===== src/rtl/ov7670_cfg_sequencer.sv =====
// OV7670 boot-time register configurator.
// Walks a synchronous ROM of {reg_addr, value} entries and issues one i2c
// write per entry through i2c_master. Supports inline millisecond delays,
// per-entry NACK retry and sticky done/error status.
//
// Entry encoding:
//   16'hFFFF  end of table
//   16'hF0nn  delay nn milliseconds (nn = 0 means no delay)
//   other     write val[7:0] to reg[15:8]
//
// state    | meaning
// ---------+------------------------------------------------------------
// S_IDLE   | not running, waiting for i_start
// S_FETCH  | o_rom_addr driven, ROM data arrives on the next cycle
// S_DECODE | classify entry; a write waits here until the master is idle
// S_ISSUE  | o_wr held until i_busy is seen or the ack timeout expires
// S_WAIT   | frame in flight, collecting NACK flags until i_busy falls
// S_CHECK  | advance, retry the same entry, or give up
// S_DELAY  | millisecond delay countdown
// S_DONE   | table completed, o_done sticky
// S_ERROR  | entry failed after all retries, o_error sticky

module ov7670_cfg_sequencer #(
  parameter int         T_CLK       = 20,
  parameter int         ROM_AW      = 8,
  parameter logic [6:0] SLAVE_ADDR  = 7'h21,
  parameter int         MAX_RETRY   = 3,
  parameter int         ACK_TIMEOUT = 16,
  parameter int         AUTO_START  = 1
) (
  input  logic              i_clk,
  input  logic              i_rstn,
  input  logic              i_start,
  output logic [ROM_AW-1:0] o_rom_addr,
  input  logic [15:0]       i_rom_data,
  output logic              o_wr,
  output logic [6:0]        o_slave_addr,
  output logic [7:0]        o_reg_addr,
  output logic [7:0]        o_wdata,
  input  logic              i_busy,
  input  logic              i_nack_slave,
  input  logic              i_nack_addr,
  input  logic              i_nack_data,
  output logic              o_busy,
  output logic              o_done,
  output logic              o_error,
  output logic [ROM_AW-1:0] o_err_index
);

  typedef enum logic [3:0] {
    S_IDLE,
    S_FETCH,
    S_DECODE,
    S_ISSUE,
    S_WAIT,
    S_CHECK,
    S_DELAY,
    S_DONE,
    S_ERROR
  } state_t;

  localparam int MS_CYCLES = 1_000_000 / T_CLK;
  localparam int RW        = (MAX_RETRY < 1) ? 1 : $clog2(MAX_RETRY + 1);
  localparam int TW        = (ACK_TIMEOUT < 2) ? 1 : $clog2(ACK_TIMEOUT);

  localparam logic [RW-1:0]     RETRY_MAX = RW'(MAX_RETRY);
  localparam logic [TW-1:0]     TMO_LOAD  = TW'(ACK_TIMEOUT - 1);
  localparam logic [31:0]       MS_C      = 32'(MS_CYCLES);
  localparam logic [ROM_AW-1:0] LAST_ADDR = '1;
  localparam state_t            RST_STATE = (AUTO_START != 0) ? S_FETCH : S_IDLE;

  state_t            state;
  logic [RW-1:0]     retry_cnt;
  logic [TW-1:0]     tmo_cnt;
  logic [31:0]       dly_cnt;
  logic              nack_seen;

  logic              ent_end;
  logic              ent_dly;
  logic              nack_any;

  assign ent_end  = (i_rom_data == 16'hFFFF);
  assign ent_dly  = (i_rom_data[15:8] == 8'hF0);
  assign nack_any = i_nack_slave | i_nack_addr | i_nack_data;

  // Sequencer FSM with registered outputs.
  always_ff @(posedge i_clk) begin
    if (!i_rstn) begin
      state        <= RST_STATE;
      o_rom_addr   <= '0;
      o_wr         <= 1'b0;
      o_slave_addr <= '0;
      o_reg_addr   <= '0;
      o_wdata      <= '0;
      o_busy       <= 1'b0;
      o_done       <= 1'b0;
      o_error      <= 1'b0;
      o_err_index  <= '0;
      retry_cnt    <= '0;
      tmo_cnt      <= '0;
      dly_cnt      <= '0;
      nack_seen    <= 1'b0;
    end else begin
      o_slave_addr <= SLAVE_ADDR;
      case (state)
        S_IDLE, S_DONE, S_ERROR: begin
          if (i_start) begin
            o_rom_addr  <= '0;
            o_done      <= 1'b0;
            o_error     <= 1'b0;
            o_err_index <= '0;
            retry_cnt   <= '0;
            o_busy      <= 1'b1;
            state       <= S_FETCH;
          end
        end

        S_FETCH: begin
          o_busy <= 1'b1;
          state  <= S_DECODE;
        end

        S_DECODE: begin
          if (ent_end) begin
            o_busy <= 1'b0;
            o_done <= 1'b1;
            state  <= S_DONE;
          end else if (ent_dly) begin
            dly_cnt <= {24'd0, i_rom_data[7:0]} * MS_C;
            state   <= S_DELAY;
          end else if (!i_busy) begin
            // a frame left over from before a reset must finish first
            o_reg_addr <= i_rom_data[15:8];
            o_wdata    <= i_rom_data[7:0];
            nack_seen  <= 1'b0;
            retry_cnt  <= '0;
            tmo_cnt    <= TMO_LOAD;
            o_wr       <= 1'b1;
            state      <= S_ISSUE;
          end
        end

        S_ISSUE: begin
          if (i_busy) begin
            o_wr  <= 1'b0;
            state <= S_WAIT;
          end else if (tmo_cnt == '0) begin
            o_wr      <= 1'b0;
            nack_seen <= 1'b1;
            state     <= S_CHECK;
          end else begin
            tmo_cnt <= tmo_cnt - 1'b1;
          end
        end

        S_WAIT: begin
          // master clears its NACK flags on the edge busy falls, so keep them
          nack_seen <= nack_seen | nack_any;
          if (!i_busy) state <= S_CHECK;
        end

        S_CHECK: begin
          if (!i_busy) begin
            if (!nack_seen) begin
              retry_cnt <= '0;
              if (o_rom_addr == LAST_ADDR) begin
                o_busy <= 1'b0;
                o_done <= 1'b1;
                state  <= S_DONE;
              end else begin
                o_rom_addr <= o_rom_addr + 1'b1;
                state      <= S_FETCH;
              end
            end else if (retry_cnt < RETRY_MAX) begin
              retry_cnt <= retry_cnt + 1'b1;
              nack_seen <= 1'b0;
              tmo_cnt   <= TMO_LOAD;
              o_wr      <= 1'b1;
              state     <= S_ISSUE;
            end else begin
              o_err_index <= o_rom_addr;
              o_error     <= 1'b1;
              o_busy      <= 1'b0;
              state       <= S_ERROR;
            end
          end
        end

        S_DELAY: begin
          if (dly_cnt == '0) begin
            if (o_rom_addr == LAST_ADDR) begin
              o_busy <= 1'b0;
              o_done <= 1'b1;
              state  <= S_DONE;
            end else begin
              o_rom_addr <= o_rom_addr + 1'b1;
              state      <= S_FETCH;
            end
          end else begin
            dly_cnt <= dly_cnt - 1'b1;
          end
        end

        default: state <= RST_STATE;
      endcase
    end
  end

endmodule


===== config.mk =====
export PLATFORM = sky130hd
export DESIGN_NAME = ov7670_cfg_sequencer
export DESIGN_NICKNAME = d
export VERILOG_FILES = /design/src/rtl/ov7670_cfg_sequencer.sv
export SDC_FILE = /design/constraint.sdc
export NUM_CORES = 1
export LEC_CHECK = 0
export ABC_AREA = 1
export BUFFER_PORTS_ARGS = -buffer_cell sky130_fd_sc_hd__clkbuf_2
export CAP_MARGIN = 0
export CORE_UTILIZATION = 60
export DETAILED_ROUTE_END_ITERATION = 10
export PLACE_DENSITY = 0.84
export SLEW_MARGIN = 20
export SYNTH_ARGS = -nofsm -noshare
export SYNTH_HDL_FRONTEND = slang
export SYNTH_SLANG_ARGS = --single-unit

===== constraint.sdc =====
create_clock -name i_clk -period 4.6 [get_ports i_clk]
set_clock_uncertainty 0.2 [all_clocks]
set_input_delay 0.92 -clock i_clk [delete_from_list [all_inputs] [get_ports i_clk]]
set_output_delay 0.92 -clock i_clk [all_outputs]
set_load 0.05 [all_outputs]

==> results.yml <==
grt:
  grt_max_degree: 47
  grt_overflow: 0
  antenna_found_initial: 0
  track_usage: 0.301
  grt_pass1_wl_um: 28300
  grt_pass1_vias: 6343
timing:
  finalHoldWorstSlack_ps: 246
  setup_tns_ps: 0
  hold_viol: 0
  min_period_over_period: 0.888
  fin_crit_ps: 4080
  slew-limit-headroom: 0.404
  worst_pin_slew_ps: 892
  drv_slew: 0
  fmax_ghz: 0.245
  rsz0062_at_grt: "no"
  final-setup-viol-count: 0
final_layout:
  drive_above_1_share: 0.101
  final_common_cell: "nand2_1"
  final_cell_area_sq_um: 7390
  antenna_cells: 0
  area_growth_pct: 8.83
  fin_util: 0.676
  nets: 1220
  fill_cells: 1023
  regArea_sq_um: 1600
  layout_common_cells: "nand2_1, nor2_1, inv_1"
  multi_input_area_sq_um: 4510
place:
  io_buffers: 60
  gp_congestion: 0.940
  placed_area_sq_um: 7090
  dpl.hpwl_um: 12600
clocking:
  post_cts.repair.setup_buffers: 0
  cts-root-buf: "clkbuf_16"
  htreeDepth: 3
  worstSkewPairLatency_ps: 340
  ctsHoldBuffers: 0
  cts_buffer_depth: 2
  cts_resized: 0
  cts.sinks: 80
  numCtsBuffers: 9
  clk_pin_slew_ps: 60
  tritoncts: "built"
critical_path:
  cpPeakStageDelay_ps: 490
  cp.arrival_ps: 4110
  crit_top_cell: "nand2_1"
  end_kind: "register"
  start_kind: "primary input"
  crit_type: "primary input to register"
  crit_path_top_delay_cell: "fa_1"
  worstPathCellList: "clkbuf_2, ha_1, ha_1, inv_1, fa_1, inv_1, fa_1, ha_1, nand2_1, nand3_1, nand2_1, nand2_1, or2_2, nand2_1, nand2_1, nor2_1, nor2_1"
  required_ps: 4630
  worstPathMaxFanout: 6
die:
  die-area_sq_um: 11700
  rows: 38
  die_h_um: 108
  dieWidth_um: 108
  pin_count: 66
  core-area_sq_um: 10900
  start_util: 0.621
route:
  ant_nets: 0
  drt_iter0_drc: 634
  first_pass_iters: 6
  vias: 6833
  drt-total-wl_um: 16400
  drc: 0
  drt-wirelength-per-cell_um: 12.9
  post_drt_via_cell_ratio: 5.38
yosys:
  yosysTopAreaCellShare: 0.236
  ys_ff_latch: 80
  yosysUniqueCellTypes: 39
  async_reset_ff_frac: 0
  syn_area_per_cell_sq_um: 6.29
  syn_inst: 1080
  synth.yosys.warnings: 0
  synth_edf_count: 0
  ys_seq_area_frac: 0.236
  yosysTopAreaCell: "dfxtp_1"
  synthTopCellsByArea: "dfxtp_1, nand2_1, ha_1, nor2_1, inv_1"
  synth_area_sq_um: 6790
  synthFlopType: "dfxtp_1"
power_and_ir_drop:
  power_density_nw_per_um2: 554
  leakage_nw: 3.75
  irDropWorstVdd_uv: 374
worst_hold_path:
  worstHoldPathType: "register to register"
outcome:
  outcome: "complete, no violations"
job:
  cap_viol_max_count: 0
[routing by layer]
metal	vias up	track usage	share of wire
met4	0	0.0946	0.019
met2	228	0.534	0.47
met3	28	0.0434	0.056
li1	3551	-	-
met1	3026	0.374	0.46
met5	-	0	0
[cells in the mapped netlist (6+ instances only)]
cell type,count
nand2_1,280
nor2_1,187
inv_1,126
nand3_1,86
dfxtp_1,80
a21oi_1,67
ha_1,58
o21ai_0,56
nand4_1,21
fa_1,12
buf_2,9
buf_4,9
clkbuf_1,9
nor2_2,7
xnor2_1,7
and2_1,6
nand2_2,6
xor2_1,6
[critical path: cells and delay by family]
family / cells / cell delay, ps
adder cells (fa/ha/maj): 5 / 1960
buffers and inverters: 3 / 230
AND/OR/NAND/NOR: 9 / 1000
[sequential cells by signal, summed over array words and instances (netlist names), 2 cells and up]
name	flops
tmo_cnt	4
o_err_index	8
retry_cnt	2
o_wdata	8
o_reg_addr	8
dly_cnt	32
o_rom_addr	8
state	4
[power by group]
part | leakage (nW) | internal [mW] | switching (mW)
clock | 0.135 | 0.417 | 0.291
combinational | 2.97 | 0.804 | 1.67
sequential | 0.650 | 0.797 | 0.109
[per-stage QoR]
stage | std cells | worst slack (ps) | power [mW]
floorplan | 1084 | 530 | 2.87
global placement | 1255 | 265 | 3.32
detailed placement | 1255 | 157 | 3.35
CTS | 1270 | 512 | 4.07
global route | 1271 | 315 | 4.49
finish | 1271 | 517 | 4.09
[area by class of cell]
type / count / share of cell area
clock buffer: 10 / 0.0310
tap: 140 / 0.0237
timing repair buffer: 63 / 0.0447
inverter: 130 / 0.0660
clock inverter: 5 / 0.00796
multi-input combinational: 843 / 0.610
sequential: 80 / 0.217
[final timing paths]
path	start	end	slack, ps	cells after the start
min	o_reg_addr[4]	o_reg_addr[4]	250	2
max reg2reg	state[2]	o_rom_addr[0]	1550	9
max	i_rom_data[2]	dly_cnt[13]	520	17
min reg2reg	o_reg_addr[4]	o_reg_addr[4]	250	2
[logic make-up after synthesis]
group	Yosys count	share of synthesized area
compound gates	138	0.108
simple gates	617	0.394
fa+ha+maj	70	0.142
other cells	1	0.000552
buf+inv	161	0.103
flops	80	0.236
xor+xnor	13	0.0168
Note: power is estimated with default switching activity, not from simulation.
